## config.mk

```make
export PLATFORM = sky130hd
export DESIGN_NAME = note_sequencer
export DESIGN_NICKNAME = d
export VERILOG_FILES = /design/src/rtl/note_sequencer_pkg.sv /design/src/rtl/seq_pattern_ram.sv /design/src/rtl/note_sequencer.sv
export SDC_FILE = /design/constraint.sdc
export NUM_CORES = 1
export LEC_CHECK = 0
export ABC_CLOCK_PERIOD_IN_PS = 21900
export CORE_MARGIN = 8
export CORE_UTILIZATION = 25
export CTS_CLUSTER_DIAMETER = 200
export DETAILED_ROUTE_END_ITERATION = 6
export MAX_ROUTING_LAYER = met4
export PLACE_DENSITY = 0.44
export SYNTH_ARGS = -nofsm -noshare
export SYNTH_HDL_FRONTEND = slang
export SYNTH_SLANG_ARGS = --single-unit
```

## constraint.sdc

```tcl
create_clock -name sample_clock -period 21.9 [get_ports sample_clock]
set_input_delay 3.285 -clock sample_clock [delete_from_list [all_inputs] [get_ports sample_clock]]
set_output_delay 3.285 -clock sample_clock [all_outputs]
set_load 0.02 [all_outputs]
```

## src/rtl/note_sequencer_pkg.sv

```systemverilog
// -----------------------------------------------------------------------------
// note_sequencer_pkg
// Shared audio definitions for the step sequencer: FSM state encoding, the
// pattern-entry record stored per step, the MIDI note ceiling and a helper
// that applies a signed transpose with clamping to the MIDI range.
// -----------------------------------------------------------------------------
package note_sequencer_pkg;

  localparam int MIDI_NOTE_MAX = 127;

  typedef enum logic {
    ST_IDLE = 1'b0,
    ST_PLAY = 1'b1
  } seq_state_t;

  typedef struct packed {
    logic       rest;
    logic [6:0] note;
  } pattern_entry_t;

  // Adds a signed offset to a note and saturates at 0 and MIDI_NOTE_MAX.
  function automatic logic [6:0] clamp_note(input logic [6:0]        base,
                                            input logic signed [6:0] offset);
    logic signed [8:0] sum;
    sum = $signed({2'b00, base}) + $signed({{2{offset[6]}}, offset});
    if (sum < 9'sd0)
      return 7'd0;
    else if (sum > $signed(9'(MIDI_NOTE_MAX)))
      return 7'(MIDI_NOTE_MAX);
    else
      return sum[6:0];
  endfunction

endpackage

```

## src/rtl/seq_pattern_ram.sv

```systemverilog
// -----------------------------------------------------------------------------
// seq_pattern_ram
// Pattern memory: DEPTH entries of {rest, note}, one synchronous write port
// and one synchronous (registered) read port. A read of the entry being
// written in the same cycle returns the previous contents.
//
// Ports:
//   clk       clock
//   rst       asynchronous active-high reset (read register only)
//   wr_en     write strobe
//   wr_addr   write address
//   wr_entry  entry to store
//   rd_addr   read address, sampled every clock
//   rd_entry  registered read data
// -----------------------------------------------------------------------------
module seq_pattern_ram
  import note_sequencer_pkg::*;
#(
  parameter int DEPTH  = 16,
  parameter int ADDR_W = 4
) (
  input  logic              clk,
  input  logic              rst,
  input  logic              wr_en,
  input  logic [ADDR_W-1:0] wr_addr,
  input  pattern_entry_t    wr_entry,
  input  logic [ADDR_W-1:0] rd_addr,
  output pattern_entry_t    rd_entry
);

  pattern_entry_t mem [DEPTH];

  // NOTE: the storage array has no reset so it maps onto RAM primitives;
  // only the read-data register below is reset.
  always_ff @(posedge clk) begin
    if (wr_en)
      mem[wr_addr] <= wr_entry;
  end

  // NOTE: non-blocking assignment on both the write and the read means a
  // same-cycle read of the written entry sees the old value.
  always_ff @(posedge clk or posedge rst) begin
    if (rst)
      rd_entry <= '0;
    else
      rd_entry <= mem[rd_addr];
  end

endmodule

```

## src/rtl/note_sequencer.sv

```systemverilog
// -----------------------------------------------------------------------------
// note_sequencer
// Step sequencer driving a monophonic voice. Plays a pattern of STEPS
// {rest, note} entries at tempo_div sample ticks per step, wrapping after
// last_step, and produces a gate that always falls on the final tick of a
// step so the envelope retriggers on consecutive notes.
//
// Optional feature (macro NOTE_SEQUENCER_TRANSPOSE_EN): adds a signed 7-bit
// transpose input; the note output becomes stored note + transpose, clamped
// to 0..127 and sampled at each step boundary.
//
// Ports:
//   sample_clock  clock, one tick per audio sample
//   rst           asynchronous active-high reset
//   run           1 = play, 0 = stop
//   tempo_div     sample ticks per step (0 behaves as 1)
//   gate_len      sample ticks the gate is high per step
//   last_step     index of the final step before wrapping
//   wr_en/wr_addr/wr_note/wr_rest  pattern write port
//   transpose     signed semitone offset (transpose build only)
//   note          current note
//   gate          current gate
//   step          index of the step now playing
//   step_pulse    one-cycle strobe on each step start
// -----------------------------------------------------------------------------
module note_sequencer
  import note_sequencer_pkg::*;
#(
  parameter int STEPS  = 16,
  parameter int STEP_W = 4
) (
  input  logic              sample_clock,
  input  logic              rst,
  input  logic              run,
  input  logic [15:0]       tempo_div,
  input  logic [15:0]       gate_len,
  input  logic [STEP_W-1:0] last_step,
  input  logic              wr_en,
  input  logic [STEP_W-1:0] wr_addr,
  input  logic [6:0]        wr_note,
  input  logic              wr_rest,
`ifdef NOTE_SEQUENCER_TRANSPOSE_EN
  input  logic signed [6:0] transpose,
`endif
  output logic [6:0]        note,
  output logic              gate,
  output logic [STEP_W-1:0] step,
  output logic              step_pulse
);

  seq_state_t        state, state_nxt;
  logic [15:0]       cnt, cnt_nxt;
  logic [15:0]       div_q, div_nxt;
  logic [15:0]       eff_div, div_m1, gate_lim;
  logic [STEP_W-1:0] step_nxt, rd_addr;
  logic              advance, last_tick;
  logic              rest_q, rest_nxt, gate_nxt;
  logic [6:0]        note_nxt;
  pattern_entry_t    rd_entry;

  // Successor of a step; anything at or beyond last_step wraps to 0, which
  // also covers last_step being lowered below the step now playing.
  function automatic logic [STEP_W-1:0] next_index(input logic [STEP_W-1:0] s,
                                                   input logic [STEP_W-1:0] last);
    return (s >= last) ? '0 : s + 1'b1;
  endfunction

  assign eff_div   = (tempo_div == 16'd0) ? 16'd1 : tempo_div;
  assign last_tick = (cnt == div_q - 16'd1);

  // NOTE: every signal written here gets a default first, so no path leaves
  // one unassigned and no latch is inferred.
  always_comb begin
    state_nxt = state;
    step_nxt  = step;
    cnt_nxt   = cnt;
    div_nxt   = div_q;
    advance   = 1'b0;
    case (state)
      ST_IDLE: begin
        if (run) begin
          state_nxt = ST_PLAY;
          step_nxt  = '0;
          cnt_nxt   = 16'd0;
          div_nxt   = eff_div;
          advance   = 1'b1;
        end
      end
      ST_PLAY: begin
        if (!run) begin
          state_nxt = ST_IDLE;
          step_nxt  = '0;
          cnt_nxt   = 16'd0;
        end else if (last_tick) begin
          step_nxt  = next_index(step, last_step);
          cnt_nxt   = 16'd0;
          div_nxt   = eff_div;
          advance   = 1'b1;
        end else begin
          cnt_nxt   = cnt + 16'd1;
        end
      end
      default: state_nxt = ST_IDLE;
    endcase

    // The read port is synchronous, so it always fetches the successor of
    // the step about to be current; that entry is then ready in rd_entry at
    // the edge that advances into it. Idle prefetches entry 0 for the start.
    rd_addr = (state_nxt == ST_IDLE) ? '0 : next_index(step_nxt, last_step);

    rest_nxt = advance ? rd_entry.rest : rest_q;

    // Gate window is capped at eff_div-1 so the last tick of a step is low.
    div_m1   = div_nxt - 16'd1;
    gate_lim = (gate_len < div_m1) ? gate_len : div_m1;
    gate_nxt = (state_nxt == ST_PLAY) && !rest_nxt && (cnt_nxt < gate_lim);

`ifdef NOTE_SEQUENCER_TRANSPOSE_EN
    note_nxt = clamp_note(rd_entry.note, transpose);
`else
    note_nxt = rd_entry.note;
`endif
  end

  always_ff @(posedge sample_clock or posedge rst) begin
    if (rst) begin
      state      <= ST_IDLE;
      cnt        <= 16'd0;
      div_q      <= 16'd1;
      step       <= '0;
      rest_q     <= 1'b0;
      note       <= 7'd0;
      gate       <= 1'b0;
      step_pulse <= 1'b0;
    end else begin
      state      <= state_nxt;
      cnt        <= cnt_nxt;
      div_q      <= div_nxt;
      step       <= step_nxt;
      rest_q     <= rest_nxt;
      gate       <= gate_nxt;
      step_pulse <= advance;
      if (advance)
        note <= note_nxt;
    end
  end

  seq_pattern_ram #(
    .DEPTH  (STEPS),
    .ADDR_W (STEP_W)
  ) u_pattern_ram (
    .clk      (sample_clock),
    .rst      (rst),
    .wr_en    (wr_en),
    .wr_addr  (wr_addr),
    .wr_entry ('{rest: wr_rest, note: wr_note}),
    .rd_addr  (rd_addr),
    .rd_entry (rd_entry)
  );

endmodule

```

[Word level (Yosys, flattened, before mapping)]
Memory sizes are Yosys's and may differ from the RTL's. A register that Yosys moved wholly into a read port is not among the register bits.
Index checks and enable logic that the tools add are counted.
Word-level totals
  flip-flop bits (word level): 47
  RAM bits: 128
  bits of input ports: 52
  output and inout port bits: 13
  word-level logic and storage cells: 48
  memories: 1
Cells by class
  $add $sub $neg: 5
  magnitude comparators: 4
  eq/ne operators: 1
  multiplexer cells: 24
  bitwise operators: 1
  reductions and logical operators: 4
Memory list
  u_pattern_ram.mem: words 16, bits a word 8, rd ports 1, clocked after Yosys merged registers in 1, write ports 1, line seq_pattern_ram.sv:31  | pattern_entry_t mem [DEPTH];
Operators with widths (count)
  2-to-1 mux 16 bit: 8
  case mux 16 bit (2 select lines): 2
  < comparator 16 bit: 2
  subtractor 16 x 1 -> 16 bit (second input constant): 2
  2-to-1 mux 4 bit: 6
  adder 16 x 1 -> 16 bit (second input constant): 1
  equality test 16 bit: 1
  zero test 16 bit: 1
  adder 4 x 1 -> 4 bit (second input constant): 2
  greater-or-equal comparator 4 bit: 2
  case mux 4 bit (2 select lines): 1
  2-to-1 mux 1 bit: 6
  logical AND 1 bit: 2
  case mux 1 bit (2 select lines): 1
  zero test 1 bit: 1
  NOT 1 bit: 1

[Logic depth before layout (Yosys ltp)]
  word-level depth: 10
  mapped depth: 33
  mapped depth without buffers: 31

[Cells and area by module]
Synthesis repeated with hierarchy kept, for this count alone.
Unflattened totals
  cell total of the unflattened synthesis: 743
  area total of the unflattened synthesis: 9694.3 µm²
By module, submodules not included
  seq_pattern_ram: instances 1, cells an instance 230, area an instance 5191.2 µm²
  note_sequencer: instances 1, cells an instance 513, area an instance 4503.1 µm²

[Worst setup path before layout]
OpenSTA, ideal clock, no wires.
  path kind: input to register
  start point: in run
  end point: reg gate
  setup time: 0.082 ns
  arrival: 8.444 ns
  data required time: 21.818 ns
  slack: 13.375 ns
  stages on the path: 27
  cell sequence: clkbuf_1 -> o21ai_1 -> buf_2 -> buf_1 -> mux2i_1 -> ha_1 -> a21boi_1 -> nand2_1 -> xnor2_1 -> ha_1 -> a21o_1 -> a21o_1 -> a21oi_1 -> o21ai_0 -> or3_1 -> o21ai_0 -> a21oi_1 -> buf_2 -> mux2_2 -> ha_1 -> a21o_1 -> a21oi_1 -> o21bai_1 -> a21oi_1 -> nor2_1 -> a2111o_1 -> a31oi_1
Between the ends
  longest elaborated chain between the ends: 7
  elaborated cells between the ends (all ways): 17
  classes of those cells: add/sub (1); order compare (2); mux (11); reduce/logical (3)
RTL lines
  start: declaration: line note_sequencer.sv:34  | input logic run,
  2-to-1 mux 16 bit (on tied branches): line note_sequencer.sv:90, note_sequencer.sv:81
  case mux 16 bit (2 select lines): line note_sequencer.sv:79  | case (state)
  subtractor 16 x 1 -> 16 bit: line note_sequencer.sv:114  | div_m1 = div_nxt - 16'd1;
  < comparator 16 bit: line note_sequencer.sv:115  | gate_lim = (gate_len < div_m1) ? gate_len : div_m1;
  2-to-1 mux 16 bit: line note_sequencer.sv:115
  < comparator 16 bit: line note_sequencer.sv:116  | gate_nxt = (state_nxt == ST_PLAY) && !rest_nxt && (cnt_nxt < gate_lim);
  logical AND 1 bit (*): line note_sequencer.sv:116
  named net gate_nxt: line note_sequencer.sv:57  | logic rest_q, rest_nxt, gate_nxt;
  end signal: assignment: line note_sequencer.sv:141  | gate <= gate_nxt;
  end: declaration: line note_sequencer.sv:46  | output logic gate,
Mark *: on every way through the listed nets, which the timed path passes. The rest lies on a longest branch.
A chain may end at the register's enable or synchronous reset.

[Worst setup path in the final report]
Same ends and word-level chain as after synthesis.

==> results.json <==
{
  "dp.cells": 1397,
  "status": "finished clean",
  "instances_no_fill": 1429,
  "grt.met2_usage_pct": 20.99,
  "area_growth_pct": 19.07,
  "cts_tree": "done",
  "p_int_w": 0.0006030,
  "wl_um": 27010,
  "synthTopCellsByArea": "edfxtp_1 39%, dfrtp_1 14%, mux2i_1 5.9%",
  "cp.required_ps": 22250,
  "netlist_area_mm2": 0.009736,
  "grt_overflow_total": 0,
  "detail-route-antenna-nets": 0,
  "fin_skew_ps": 14.15,
  "htree_levels": 4,
  "cts_hold_buffers": 0,
  "grt.total_usage_pct": 12.56,
  "hold_end": "note[5]",
  "grt_max_degree": 56,
  "period_needed_ps": 8896,
  "cts.clk_slew.worst_paths_ps": 70,
  "netlist_instances": 834,
  "timing.rr.end": "gate",
  "ys_types": 73,
  "drt-wirelength-per-cell_um": 18.90,
  "yosys.area_share.simple_pct": 12.56,
  "seqCellArea_mm2": 0.005221,
  "synth_compound_gate_area_share_pct": 11.14,
  "clock_latency_ps": 440,
  "clock_sinks": 183,
  "port_buffers": 64,
  "die_h_um": 213.3,
  "ys_warn_count": 0,
  "dieArea_mm2": 0.04551,
  "multi_input_area_mm2": 0.004223,
  "hold_class": "register to register",
  "clockBufferDepth": 2,
  "yosys.cell_count.top_type": "edfxtp_1",
  "rr_worst_depth": 28,
  "power_density_mw_per_mm2": 72.65,
  "ir_worst_vdd_uv": 48.21,
  "numCtsBuffers": 17,
  "first_iter_violations": 372,
  "nFillCells": 4022,
  "finalCritPeriodShare_pct": 40.62,
  "finalHoldViolCount": 0,
  "num_vias": 6661,
  "tightest_slew_ps": 1141,
  "ioPinCount": 65,
  "route.detailed.drc": 0,
  "antenna_found_initial": 0,
  "rsz0062_at_grt": "no",
  "setup_viol": 0,
  "min_path_cells": 1,
  "cts_resized": 0,
  "drt-pass1-iter-count": 4,
  "switching_share_pct": 28.40,
  "pwr-share-comb_pct": 14.9,
  "grt_pass1_wl_um": 42280,
  "cp-start-kind": "primary input",
  "min-delay-start": "u_pattern_ram.rd_entry[5]",
  "synth_fa_ha_area_share_pct": 5.526,
  "nets": 993,
  "worstSetupPathType": "primary input to register",
  "p_leak_nw": 4.507,
  "rrSetupSlack_ps": 14020,
  "switchingPower_w": 0.0002392,
  "ys_async_sr_fraction_pct": 30.05,
  "grt_pass1_vias": 6987,
  "synth.mux.area_fraction_pct": 10.49,
  "power_frac_seq_pct": 47.3,
  "yosys_register_bits": 183,
  "maxCapViolations": 0,
  "n_antenna_cell": 0,
  "cts_root_buf": "clkbuf_16",
  "groute.layer.met3.usage_pct": 2.324,
  "synth_xor_xnor_area_share_pct": 3.329,
  "r2r-start": "div_q[2]",
  "drv_slew": 0,
  "ys.flop_type": "edfxtp_1",
  "syn-num-nets": 929,
  "crit_fanout": 41,
  "max_freq_mhz": 112.4,
  "post_cts_buffers": 0,
  "row_count": 72,
  "drt-vias-per-instance": 4.661,
  "seq_area_frac_synth_pct": 53.63,
  "synth.top_cell.area_share_pct": 39.48,
  "synth_top_area_cell": "edfxtp_1",
  "met1_usage_pct": 15.67,
  "core_mm2": 0.03856,
  "synth_top_family_by_area": "simple AND/OR/NAND/NOR gates",
  "cp.arrival_ps": 9250,
  "die-width_um": 213.3,
  "start_util_pct": 25.25,
  "endpoint_kind": "register",
  "synth_edf_count": 128,
  "detailed_place_hpwl_um": 19070,
  "syn_area_per_cell_um2": 11.67,
  "top_usage_layer": "met2",
  "power.share.clock_pct": 37.8,
  "tns_ps": 0,
  "gp_congestion": 0.7940,
  "max-slew-margin-rel_pct": 23.34,
  "synth_common_cells": "128 x edfxtp_1, 67 x nand2_1, 59 x nor2_1, 59 x o21ai_0, 57 x mux2i_1",
  "drive_gt1_share_pct": 10.21
}
## metrics by stage
| step | power (W) | cell area [um^2] | utilization (%) | hold slack [ps] | setup slack [ps] |
|---|---|---|---|---|---|
| floorplan | 0.0004814 | 9736 | - | 455.6 | 13370 |
| global placement | 0.0005329 | 11000 | 28.52 | 462.0 | 12590 |
| detailed placement | 0.0005331 | 11000 | 28.52 | 466.8 | 12520 |
| CTS | 0.0008523 | 11590 | 30.07 | 484.2 | 12980 |
| global route | 0.0008802 | 11590 | 30.07 | 496.6 | 12320 |
| finish | 0.0008422 | 11590 | 30.07 | 479.1 | 13000 |
## cells in the final DEF, fill, tap and decap left out, types with 9 or more instances in the layout
cell type and n:
nand3_1 25, mux2_2 24, nand2_1 67, dfrtp_1 54, o21ai_0 59, buf_4 11
nor3_1 15, edfxtp_1 128, mux2i_1 57, and2_1 9, clkbuf_16 17, xnor2_1 23
inv_1 47, nor2_1 59, ha_1 43, a22oi_1 9, and3_1 12, clkdlybuf4s50_1 64
a21oi_1 21, a311o_1 9, xor2_1 14, nand2b_1 10
## kinds of logic after synthesis
family                     count (synthesis)
xor gates and xnor gates                  37
AOI/OAI and AO/OA                        160
DFF                                      183
and+or+nand+nor                          244
adders and majority gates                 43
muxes                                     89
buffers and inverters                     78
## power by group through the flow
stage	Clock [W]	Sequential [W]	Combinational, W
global placement	0	0.000406	0.000127
global route	0.000339	0.000400	0.000141
CTS	0.000326	0.000398	0.000128
detailed placement	0	0.000406	0.000127
floorplan	0	0.000401	0.0000801
finish	0.000319	0.000398	0.000125
## registers in the layout, indices dropped and copies added (netlist names)
name                    count
u_pattern_ram.mem         128
step_pulse                  1
u_pattern_ram.rd_entry      8
note                        7
rest_q                      1
cnt                        16
div_q                      16
gate                        1
state                       1
step                        4
## how the worst max path moves through the flow
| stage | start | endpoint | slack [ps] | cells past startpoint |
|---|---|---|---|---|
| 2_1_floorplan | run | gate | 13370 | 27 |
| 3_3_place_gp | run | gate | 12590 | 26 |
| 3_5_place_dp | run | gate | 12520 | 26 |
| 4_1_cts | run | gate | 12980 | 27 |
| 5_1_grt | run | gate | 12320 | 25 |
| 6_report | run | gate | 13000 | 24 |
## critical path, stage by stage
cell and delay, ps:
clkdlybuf4s50_1 690, o21ai_4 90, buf_4 310, o21ai_0 420
ha_1 300, a21boi_1 410, nand2_1 130, xnor2_1 160
ha_1 190, a21o_1 170, a21o_1 170, a21oi_1 160
o21ai_0 130, or3_1 390, o21ai_0 240, a21oi_1 60
buf_4 230, mux2_2 300, ha_1 290, a21o_1 180
a21oi_1 180, a2111oi_0 160, a2111o_1 440, a31oi_1 140
## metal layers
metal | share of wire [%] | vias to the layer above
li1 | - | 3227
met5 | 0 | -
met4 | 1.2 | 0
met2 | 50 | 132
met3 | 3.9 | 18
met1 | 45 | 3284
## final cells by class
cell class                 count  share of cell area, %
sequential                   183                  45.04
multi-input combinational    573                  36.43
timing repair buffer          75                  6.239
tap                          518                  5.591
clock buffer                  19                  3.734
inverter                      48                  1.554
clock inverter                13                  1.414
Power figures use the tool's default switching activity.
